==> config.mk <==
export PLATFORM = sky130hd
export DESIGN_NAME = uart_rx_ctrl
export DESIGN_NICKNAME = d
export VERILOG_FILES = /design/src/rtl/uart_pkg.sv /design/src/rtl/uart_sync_ff.sv /design/src/rtl/uart_rx_ctrl.sv
export SDC_FILE = /design/constraint.sdc
export NUM_CORES = 1
export LEC_CHECK = 0
export BUFFER_PORTS_ARGS = -buffer_cell sky130_fd_sc_hd__buf_2
export CAP_MARGIN = 20
export CORE_ASPECT_RATIO = 1.4
export CORE_MARGIN = 3
export CORE_UTILIZATION = 62
export DETAILED_ROUTE_END_ITERATION = 6
export GPL_TIMING_DRIVEN = 1
export PLACE_DENSITY = 0.83
export RECOVER_POWER = 25
export SYNTH_ARGS = -nofsm -noshare
export SYNTH_HDL_FRONTEND = slang
export SYNTH_HIERARCHICAL = 1
export SYNTH_SLANG_ARGS = --single-unit
export TNS_END_PERCENT = 30
==> constraint.sdc <==
create_clock -name rx_clk -period 2.2 [get_ports rx_clk]
set_clock_uncertainty 0.15 [all_clocks]
set_input_delay 0.44 -clock rx_clk [delete_from_list [all_inputs] [get_ports rx_clk]]
set_output_delay 0.44 -clock rx_clk [all_outputs]
set_load 0.03 [all_outputs]
==> src/rtl/uart_pkg.sv <==
// Shared UART definitions: FSM state encoding, parity modes and sample-point helper.
// The 3-bit state encoding is shared with the transmitter.
package uart_pkg;

    typedef enum logic [2:0] {
        ST_IDLE      = 3'd0,
        ST_START     = 3'd1,
        ST_DATA      = 3'd2,
        ST_PARITY    = 3'd3,
        ST_STOP1     = 3'd4,
        ST_STOP2     = 3'd5,
        ST_WAIT_IDLE = 3'd6
    } uart_state_e;

    typedef enum logic [1:0] {
        PARITY_NONE = 2'd0,
        PARITY_EVEN = 2'd1,
        PARITY_ODD  = 2'd2
    } uart_parity_e;

    // Tick index at which the middle of a bit period is reached.
    function automatic int mid_sample_idx(input int oversample);
        return oversample / 2 - 1;
    endfunction

endpackage

==> src/rtl/uart_sync_ff.sv <==
// Multi-flop synchroniser for an asynchronous, idle-high serial line.
// Resets to 1 so a line in reset never looks like a start bit.
module uart_sync_ff #(
    parameter int SYNC_STAGES = 2
) (
    input  logic clk,
    input  logic resetn,
    input  logic d,
    output logic q
);

    logic [SYNC_STAGES-1:0] sync_q;

    always_ff @(posedge clk or negedge resetn) begin
        if (!resetn) begin
            sync_q <= '1;
        end else begin
            sync_q <= {sync_q[SYNC_STAGES-2:0], d};
        end
    end

    assign q = sync_q[SYNC_STAGES-1];

endmodule

==> src/rtl/uart_rx_ctrl.sv <==
// UART receive controller: oversampled mid-bit sampler, runtime parity/stop framing,
// and a held valid/ready output with parity, framing, break and overrun status.
module uart_rx_ctrl
    import uart_pkg::*;
#(
    parameter int DATA_WIDTH  = 8,
    parameter int OVERSAMPLE  = 16,
    parameter int SYNC_STAGES = 2
) (
    input  logic                  rx_clk,
    input  logic                  resetn,
    input  logic                  baud_tick,
    input  logic                  rx_in,
    input  logic                  parity_en,
    input  logic                  parity_odd,
    input  logic                  two_stop,
    output logic [DATA_WIDTH-1:0] rx_data,
    output logic                  rx_valid,
    input  logic                  rx_ready,
    output logic                  parity_error,
    output logic                  frame_error,
    output logic                  break_detect,
    output logic                  overrun,
    output logic                  busy
);

    localparam int TICK_W = $clog2(OVERSAMPLE);
    localparam int BIT_W  = $clog2(DATA_WIDTH);
    localparam logic [TICK_W-1:0] MID_TICK  = TICK_W'(mid_sample_idx(OVERSAMPLE));
    localparam logic [TICK_W-1:0] LAST_TICK = TICK_W'(OVERSAMPLE - 1);
    localparam logic [BIT_W-1:0]  DATA_LAST = BIT_W'(DATA_WIDTH - 1);

    logic [1:0]            rst_sync_q;
    logic                  rst_n;
    logic                  rx_sync;
    logic                  rx_prev_q;
    uart_state_e           state_q, state_d;
    logic [TICK_W-1:0]     tick_cnt_q;
    logic [BIT_W-1:0]      bit_cnt_q;
    logic [DATA_WIDTH-1:0] shift_q;
    logic                  par_bit_q;
    logic                  stop_err_q;
    uart_parity_e          par_mode_q;
    logic                  two_stop_q;
    logic                  start_det;
    logic                  sample;
    logic                  frame_done;
    logic                  fe_now, pe_now, brk_now;

    // Reset asserts immediately, releases synchronously to rx_clk.
    always_ff @(posedge rx_clk or negedge resetn) begin
        if (!resetn) begin
            rst_sync_q <= 2'b00;
        end else begin
            rst_sync_q <= {rst_sync_q[0], 1'b1};
        end
    end
    assign rst_n = rst_sync_q[1];

    uart_sync_ff #(
        .SYNC_STAGES(SYNC_STAGES)
    ) u_sync (
        .clk   (rx_clk),
        .resetn(rst_n),
        .d     (rx_in),
        .q     (rx_sync)
    );

    // Completion status, valid on the tick of the final stop sample.
    assign fe_now  = stop_err_q | ~rx_sync;
    assign pe_now  = (par_mode_q != PARITY_NONE) &
                     ((^shift_q) ^ par_bit_q ^ (par_mode_q == PARITY_ODD));
    assign brk_now = fe_now & (shift_q == '0) & ((par_mode_q == PARITY_NONE) | ~par_bit_q);
    assign busy    = (state_q != ST_IDLE);

    always_ff @(posedge rx_clk or negedge rst_n) begin
        if (!rst_n) begin
            state_q <= ST_IDLE;
        end else begin
            state_q <= state_d;
        end
    end

    always_comb begin
        state_d    = state_q;
        start_det  = 1'b0;
        sample     = 1'b0;
        frame_done = 1'b0;
        if (baud_tick) begin
            case (state_q)
                ST_IDLE: begin
                    if (rx_prev_q && !rx_sync) begin
                        start_det = 1'b1;
                        state_d   = ST_START;
                    end
                end
                ST_START: begin
                    if (tick_cnt_q == MID_TICK) begin
                        sample  = 1'b1;
                        state_d = rx_sync ? ST_IDLE : ST_DATA;
                    end
                end
                ST_DATA: begin
                    if (tick_cnt_q == LAST_TICK) begin
                        sample = 1'b1;
                        if (bit_cnt_q == DATA_LAST) begin
                            state_d = (par_mode_q != PARITY_NONE) ? ST_PARITY : ST_STOP1;
                        end
                    end
                end
                ST_PARITY: begin
                    if (tick_cnt_q == LAST_TICK) begin
                        sample  = 1'b1;
                        state_d = ST_STOP1;
                    end
                end
                ST_STOP1: begin
                    if (tick_cnt_q == LAST_TICK) begin
                        sample = 1'b1;
                        if (two_stop_q) begin
                            state_d = ST_STOP2;
                        end else begin
                            frame_done = 1'b1;
                            state_d    = fe_now ? ST_WAIT_IDLE : ST_IDLE;
                        end
                    end
                end
                ST_STOP2: begin
                    if (tick_cnt_q == LAST_TICK) begin
                        sample     = 1'b1;
                        frame_done = 1'b1;
                        state_d    = fe_now ? ST_WAIT_IDLE : ST_IDLE;
                    end
                end
                ST_WAIT_IDLE: begin
                    if (rx_sync) begin
                        state_d = ST_IDLE;
                    end
                end
                default: state_d = ST_IDLE;
            endcase
        end
    end

    // Sampling datapath; framing configuration is frozen at start detection.
    always_ff @(posedge rx_clk or negedge rst_n) begin
        if (!rst_n) begin
            rx_prev_q  <= 1'b1;
            tick_cnt_q <= '0;
            bit_cnt_q  <= '0;
            shift_q    <= '0;
            par_bit_q  <= 1'b0;
            stop_err_q <= 1'b0;
            par_mode_q <= PARITY_NONE;
            two_stop_q <= 1'b0;
        end else if (baud_tick) begin
            rx_prev_q <= rx_sync;
            if (start_det) begin
                tick_cnt_q <= '0;
                bit_cnt_q  <= '0;
                par_bit_q  <= 1'b0;
                stop_err_q <= 1'b0;
                par_mode_q <= parity_en ? (parity_odd ? PARITY_ODD : PARITY_EVEN) : PARITY_NONE;
                two_stop_q <= two_stop;
            end else if (sample) begin
                tick_cnt_q <= '0;
            end else begin
                tick_cnt_q <= tick_cnt_q + 1'b1;
            end
            if (sample) begin
                case (state_q)
                    ST_DATA: begin
                        shift_q   <= {rx_sync, shift_q[DATA_WIDTH-1:1]};
                        bit_cnt_q <= bit_cnt_q + 1'b1;
                    end
                    ST_PARITY:          par_bit_q  <= rx_sync;
                    ST_STOP1, ST_STOP2: stop_err_q <= stop_err_q | ~rx_sync;
                    default: ;
                endcase
            end
        end
    end

    // Output holding register; a completed frame is dropped if the held word is not taken.
    always_ff @(posedge rx_clk or negedge rst_n) begin
        if (!rst_n) begin
            rx_data      <= '0;
            rx_valid     <= 1'b0;
            parity_error <= 1'b0;
            frame_error  <= 1'b0;
            break_detect <= 1'b0;
            overrun      <= 1'b0;
        end else if (frame_done) begin
            if (!rx_valid || rx_ready) begin
                rx_valid     <= 1'b1;
                rx_data      <= shift_q;
                parity_error <= pe_now;
                frame_error  <= fe_now;
                break_detect <= brk_now;
                overrun      <= 1'b0;
            end else begin
                overrun <= 1'b1;
            end
        end else if (rx_valid && rx_ready) begin
            rx_valid     <= 1'b0;
            parity_error <= 1'b0;
            frame_error  <= 1'b0;
            break_detect <= 1'b0;
            overrun      <= 1'b0;
        end
    end

endmodule

## Word level (Yosys, flattened, before mapping)

Index checks and enable logic that the tools add are counted.

| word-level totals | value |
|---|---|
| input port bits | 8 |
| bits in registers | 41 |
| logic and storage cells | 114 |
| output and inout bits | 14 |

| operators by class | value |
|---|---|
| equal/unequal tests | 19 |
| $add $sub $neg | 2 |
| reduce and logical (&&, ||, !) cells | 19 |
| muxes and demuxes | 48 |
| bitwise operators | 9 |

Operator list:

| kind | count |
|---|---|
| 3-bit two-way mux | 14 |
| 1-bit two-way mux | 26 |
| 3-bit case mux with 7 select lines | 1 |
| 2-bit inequality test, second input constant | 7 |
| 3-bit == test, second input constant | 4 |
| 9-bit AND reduction | 1 |
| 8-bit zero test | 1 |
| 4-bit two-way mux | 2 |
| 8-bit XOR reduction | 1 |
| 3-bit by 2-bit == test with 1-bit output, second input constant | 2 |
| 2-bit two-way mux | 3 |
| 2-bit AND reduction | 3 |
| 4-bit by 1-bit adder with 4-bit output, second input constant | 1 |
| 4-bit by 3-bit == test with 1-bit output, second input constant | 1 |
| 4-bit == test, second input constant | 1 |
| 2-bit by 1-bit inequality test with 1-bit output, second input constant | 2 |
| 1-bit case mux with 2 select lines | 2 |
| 2-bit nonzero test | 2 |
| 4-bit OR reduction | 1 |
| 3-bit by 1-bit adder with 3-bit output, second input constant | 1 |
| 1-bit AND | 3 |
| 3-bit by 1-bit == test with 1-bit output, second input constant | 1 |
| 3-bit zero test | 1 |
| 3-bit AND reduction | 1 |
| 10 further kinds | 15 |

## Longest topological paths before layout

| depth | value |
|---|---|
| depth in word-level cells | 8 |
| mapped depth | 6 |
| gate-level depth less buffers | 6 |

## Hierarchy

Netlist, hierarchy kept.

By module, submodules not included:

| module | instances | sequential area each (um2) | area an instance (um2) | cells each |
|---|---|---|---|---|
| uart_rx_ctrl | 1 | 977.2 | 2013.2 | 187 |
| uart_sync_ff | 1 | 52.6 | 52.6 | 2 |

## Worst setup path after synthesis

No wires, ideal clock.

| timing | value |
|---|---|
| path kind | reg2reg |
| start point | register state_q[0] |
| end point | register state_q[1] |
| required time | 1.924 ns |
| cell stages (with the launch flop) | 6 |
| buffers on the path | 1 |
| arrival | 1.563 ns |
| setup slack | 0.361 ns |
| library setup time | 0.126 ns |
| period minus slack after synthesis | 1.839 ns |
| cells stage by stage | dfrtp_1 -> buf_2 -> or3_4 -> o311ai_2 -> o221ai_2 -> a221o_1 |

| between the ends | value |
|---|---|
| cells in the longest elaborated chain, start to end | 3 |
| elaborated cells on any way between the ends | 17 |
| classes of those cells | 14 x eq/ne; 1 x mux; 2 x reduce/logical |

RTL lines:

| element | RTL line | source |
|---|---|---|
| start, declared | uart_rx_ctrl.sv:37 | `uart_state_e state_q, state_d;` |
| start signal, assigned | uart_rx_ctrl.sv:80 | `state_q <= state_d;` |
| 3-bit == test (tied with other cells) | uart_rx_ctrl.sv:90 | `case (state_q)` |
| 2-bit by 1-bit inequality test with 1-bit output (no line) or 2-bit inequality test (tied branches) | - |  |
| 9-bit AND reduction (no line) | - |  |

Parallel ways exist; a longest one is shown, timed or not.
A chain may end at the register's enable or synchronous reset.

## Worst setup path after layout

| timing | value |
|---|---|
| start point | register state_q[1] |
| end point | output port busy |

| between the ends | value |
|---|---|
| cells in the longest elaborated chain, start to end | 1 |

RTL lines:

| element | RTL line | source |
|---|---|---|
| 3-bit nonzero test | uart_rx_ctrl.sv:74 | `assign busy = (state_q != ST_IDLE);` |
| end, declared | uart_rx_ctrl.sv:24 | `output logic busy` |

Every way passes these cells.

==> flow_metrics.env <==
export IMPL_path_buf_inv=1
export IMPL_wl_per_cell_um=15.7
export IMPL_finalSetupTns_ns=0
export IMPL_end_kind="primary output"
export IMPL_final_net_count=231
export IMPL_cts_buffers=5
export IMPL_cts_sinks=41
export IMPL_tightestPinTransition_ns=0.941
export IMPL_cts_resized=0
export IMPL_drt_pass1_iterations=4
export IMPL_critical_path_top_delay_family="flip-flops"
export IMPL_hold_violations=0
export IMPL_cts_tree="done"
export IMPL_grtUsageTotal_pct=22.6
export IMPL_yosysWarnings=6
export IMPL_relSlewSlack_pct=37.2
export IMPL_die_height_um=74.3
export IMPL_n_antenna_cell=0
export IMPL_core_area_um2=3150
export IMPL_grt_overflow_total=0
export IMPL_first_iter_violations=39
export IMPL_fmax_ghz=0.492
export IMPL_grt_max_degree=40
export IMPL_worstPathMaxFanout=18
export IMPL_synth_flop_cell="dfrtp_1"
export IMPL_ir_drop_v=0.000918
export IMPL_clkLatencyLatePin_ns=0.29
export IMPL_syn2layout_area_growth_pct=13.4
export IMPL_critical_path_arrival_ns=1.44
export IMPL_drive_gt1_share_pct=24.0
export IMPL_post_route_period_util_pct=92.4
export IMPL_port_buffers=21
export IMPL_hold_ws_ns=0.0954
export IMPL_layout_min_cycle_time_ns=2.03
export IMPL_grt_pass1_wl_um=6590
export IMPL_leakage_nw=1.14
export IMPL_maxCapViolCount=0
export IMPL_wirelength_um=4010
export IMPL_powerDensity_nw_per_um2=1010
export IMPL_h_tree_depth=2
export IMPL_cts_setup_buffers=0
export IMPL_grt_setup_unrepaired="no"
export IMPL_drc_errors=0
export IMPL_nFillCells=228
export IMPL_cp_cell_sequence="or3_4 -> buf_2"
export IMPL_stdcell_count=256
export IMPL_ys_seq_area_share_pct=49.8
export IMPL_outcome="finished, final reports clean"
export IMPL_final_area_um2=2340
export IMPL_setup_viol=0
export IMPL_syn_nets=204
export IMPL_ios=22
export IMPL_yosys_register_bits=41
export IMPL_synth_area_um2=2070
export IMPL_dp_cells=247
export IMPL_grt_pass1_vias=1479
export IMPL_async_reset_ff_share_pct=100
export IMPL_finalWeightedCongestion=0.875
export IMPL_min_path_type="in2reg"
export IMPL_power_mw=2.37
export IMPL_ctsLongestPathBuffers=2
export IMPL_startpoint_type="flop"
export IMPL_required_ns=1.61
export IMPL_dieArea_um2=4070
export IMPL_synth_edf_count=0
export IMPL_crit_type="reg2out"
export IMPL_rows=24
export IMPL_antenna_found_initial=0
export IMPL_place_area_um2=2220
export IMPL_syn_inst=189
export IMPL_setup_ws_ns=0.168
export IMPL_die_x_um=54.8
export IMPL_post_dp_hpwl_um=2830
export IMPL_clk_pin_slew_ns=0.07
export IMPL_maxSlewViolCount=0
export IMPL_dp_slack_ns=0.224
export IMPL_initial_utilization_pct=65.5
export IMPL_final_core_util_pct=74.3
export IMPL_cpPeakStageDelay_ns=0.56
export IMPL_ant_nets=0
export IMPL_ys_types=51
export IMPL_hold_buffers=1
export IMPL_avgViaCountPerCell=5.82
export IMPL_vias=1491
export IMPL_root_buffer="clkbuf_8"
export IMPL_cp_slowest_cell="dfrtp_1"
export IMPL_syn_area_per_cell_um2=10.9
==> kinds of logic after synthesis <==
kind of cell | count (synthesis) | synth area share, %
DFF | 41 | 49.8
muxes | 13 | 8.24
xor gates and xnor gates | 3 | 1.94
AOI/OAI and AO/OA | 40 | 13.9
adders and majority gates | 7 | 4.24
and+or+nand+nor | 58 | 16.2
buffers and inverters | 26 | 5.45
other | 1 | 0.182
==> synth_stat cells (2+ instances only) <==
cell type,instances,area [um^2]
nand2b_1,7,43.8
a2bb2oi_1,2,17.5
nand3_1,4,20.0
or2_1,2,12.5
o22ai_1,3,18.8
a21o_1,2,15.0
o21ai_0,3,15.0
mux2_1,3,33.8
dfrtp_1,38,951
mux2_4,7,105
o21a_1,2,15.0
nand2_1,20,75.1
a21oi_1,4,20.0
mux2i_1,2,20.0
ha_1,7,87.6
nand4_1,3,18.8
inv_1,18,67.6
a221oi_1,2,17.5
a32o_1,2,20.0
nor2b_1,5,31.3
o21ai_1,13,65.1
dfstp_2,3,78.8
buf_2,3,15.0
xnor2_1,2,17.5
clkbuf_1,3,11.3
nor2_1,4,15.0
==> placed cells by master, fill, tap and decap left out, types with 3 or more instances in the layout <==
cell type / instances
ha_1: 7
clkbuf_8: 6
nor2b_1: 5
buf_2: 20
inv_1: 18
mux2_1: 3
nand2b_1: 7
nor2_1: 4
o21ai_0: 3
mux2_4: 7
nand2_1: 20
dfstp_2: 3
nand4_1: 3
a21oi_1: 4
o21ai_1: 13
o22ai_1: 3
dfrtp_1: 38
nand3_1: 4
buf_4: 5
==> routing by layer <==
metal / global-route usage, % / routed length, um / vias up
met5: 0 / 0 / -
met4: 10.8 / 102 / 0
met3: 6.01 / 161 / 10
met2: 39.3 / 2140 / 37
met1: 24.4 / 1600 / 730
li1: - / - / 714
==> state kept, by name (all words and copies together), names as in the netlist <==
| name | count |
|---|---|
| rx_valid | 1 |
| overrun | 1 |
| bit_cnt_q | 3 |
| par_bit_q | 1 |
| frame_error | 1 |
| break_detect | 1 |
| shift_q | 8 |
| rx_data | 8 |
| parity_error | 1 |
| rx_prev_q | 1 |
| state_q | 3 |
| tick_cnt_q | 4 |
| u_sync/sync_q | 2 |
| rst_sync_q | 2 |
| two_stop_q | 1 |
| stop_err_q | 1 |
| par_mode_q | 2 |
==> area by class of cell <==
type                    count  area, um^2  area share (%)
flip-flops and latches     41        1030            44.0
multi-input cells         122         923            39.4
repair buffers             28         156            6.68
clock buffers               7        86.3            3.69
inverters                  18        67.6            2.88
well taps                  39        48.8            2.08
clock inverters             1        30.0            1.28
==> power breakdown <==
group / total [mW] / internal [mW] / switching [mW]
registers: 1.08 / 0.897 / 0.185
logic: 0.672 / 0.295 / 0.377
clock network: 0.614 / 0.370 / 0.244
total: 2.37 / 1.56 / 0.805
==> worst register-to-register path, stage by stage (launching register included) <==
cell and delay, ns:
dfrtp_1 0.56, or3b_1 0.44, a221oi_1 0.45, nor4bb_1 0.12, o21a_1 0.19
==> final timing paths <==
path / start / endpoint / slack (ns) / cells past startpoint
max reg2reg: state_q[1]$_DFFE_PN0P_ / tick_cnt_q[3]$_DFFE_PN0P_ / 0.17 / 4
min: rx_in / u_sync/sync_q[0]$_DFF_PN1_ / 0.1 / 1
max in group asynchronous: rst_sync_q[1]$_DFF_PN0_ / two_stop_q$_DFFE_PN0P_ / 1.00 / 1
min reg2reg: rst_sync_q[0]$_DFF_PN0_ / rst_sync_q[1]$_DFF_PN0_ / 0.21 / 0
max: state_q[1]$_DFFE_PN0P_ / busy / 0.17 / 2
min in group asynchronous: resetn / rst_sync_q[0]$_DFF_PN0_ / 0.31 / 2
(Power assumes the default switching activity.)
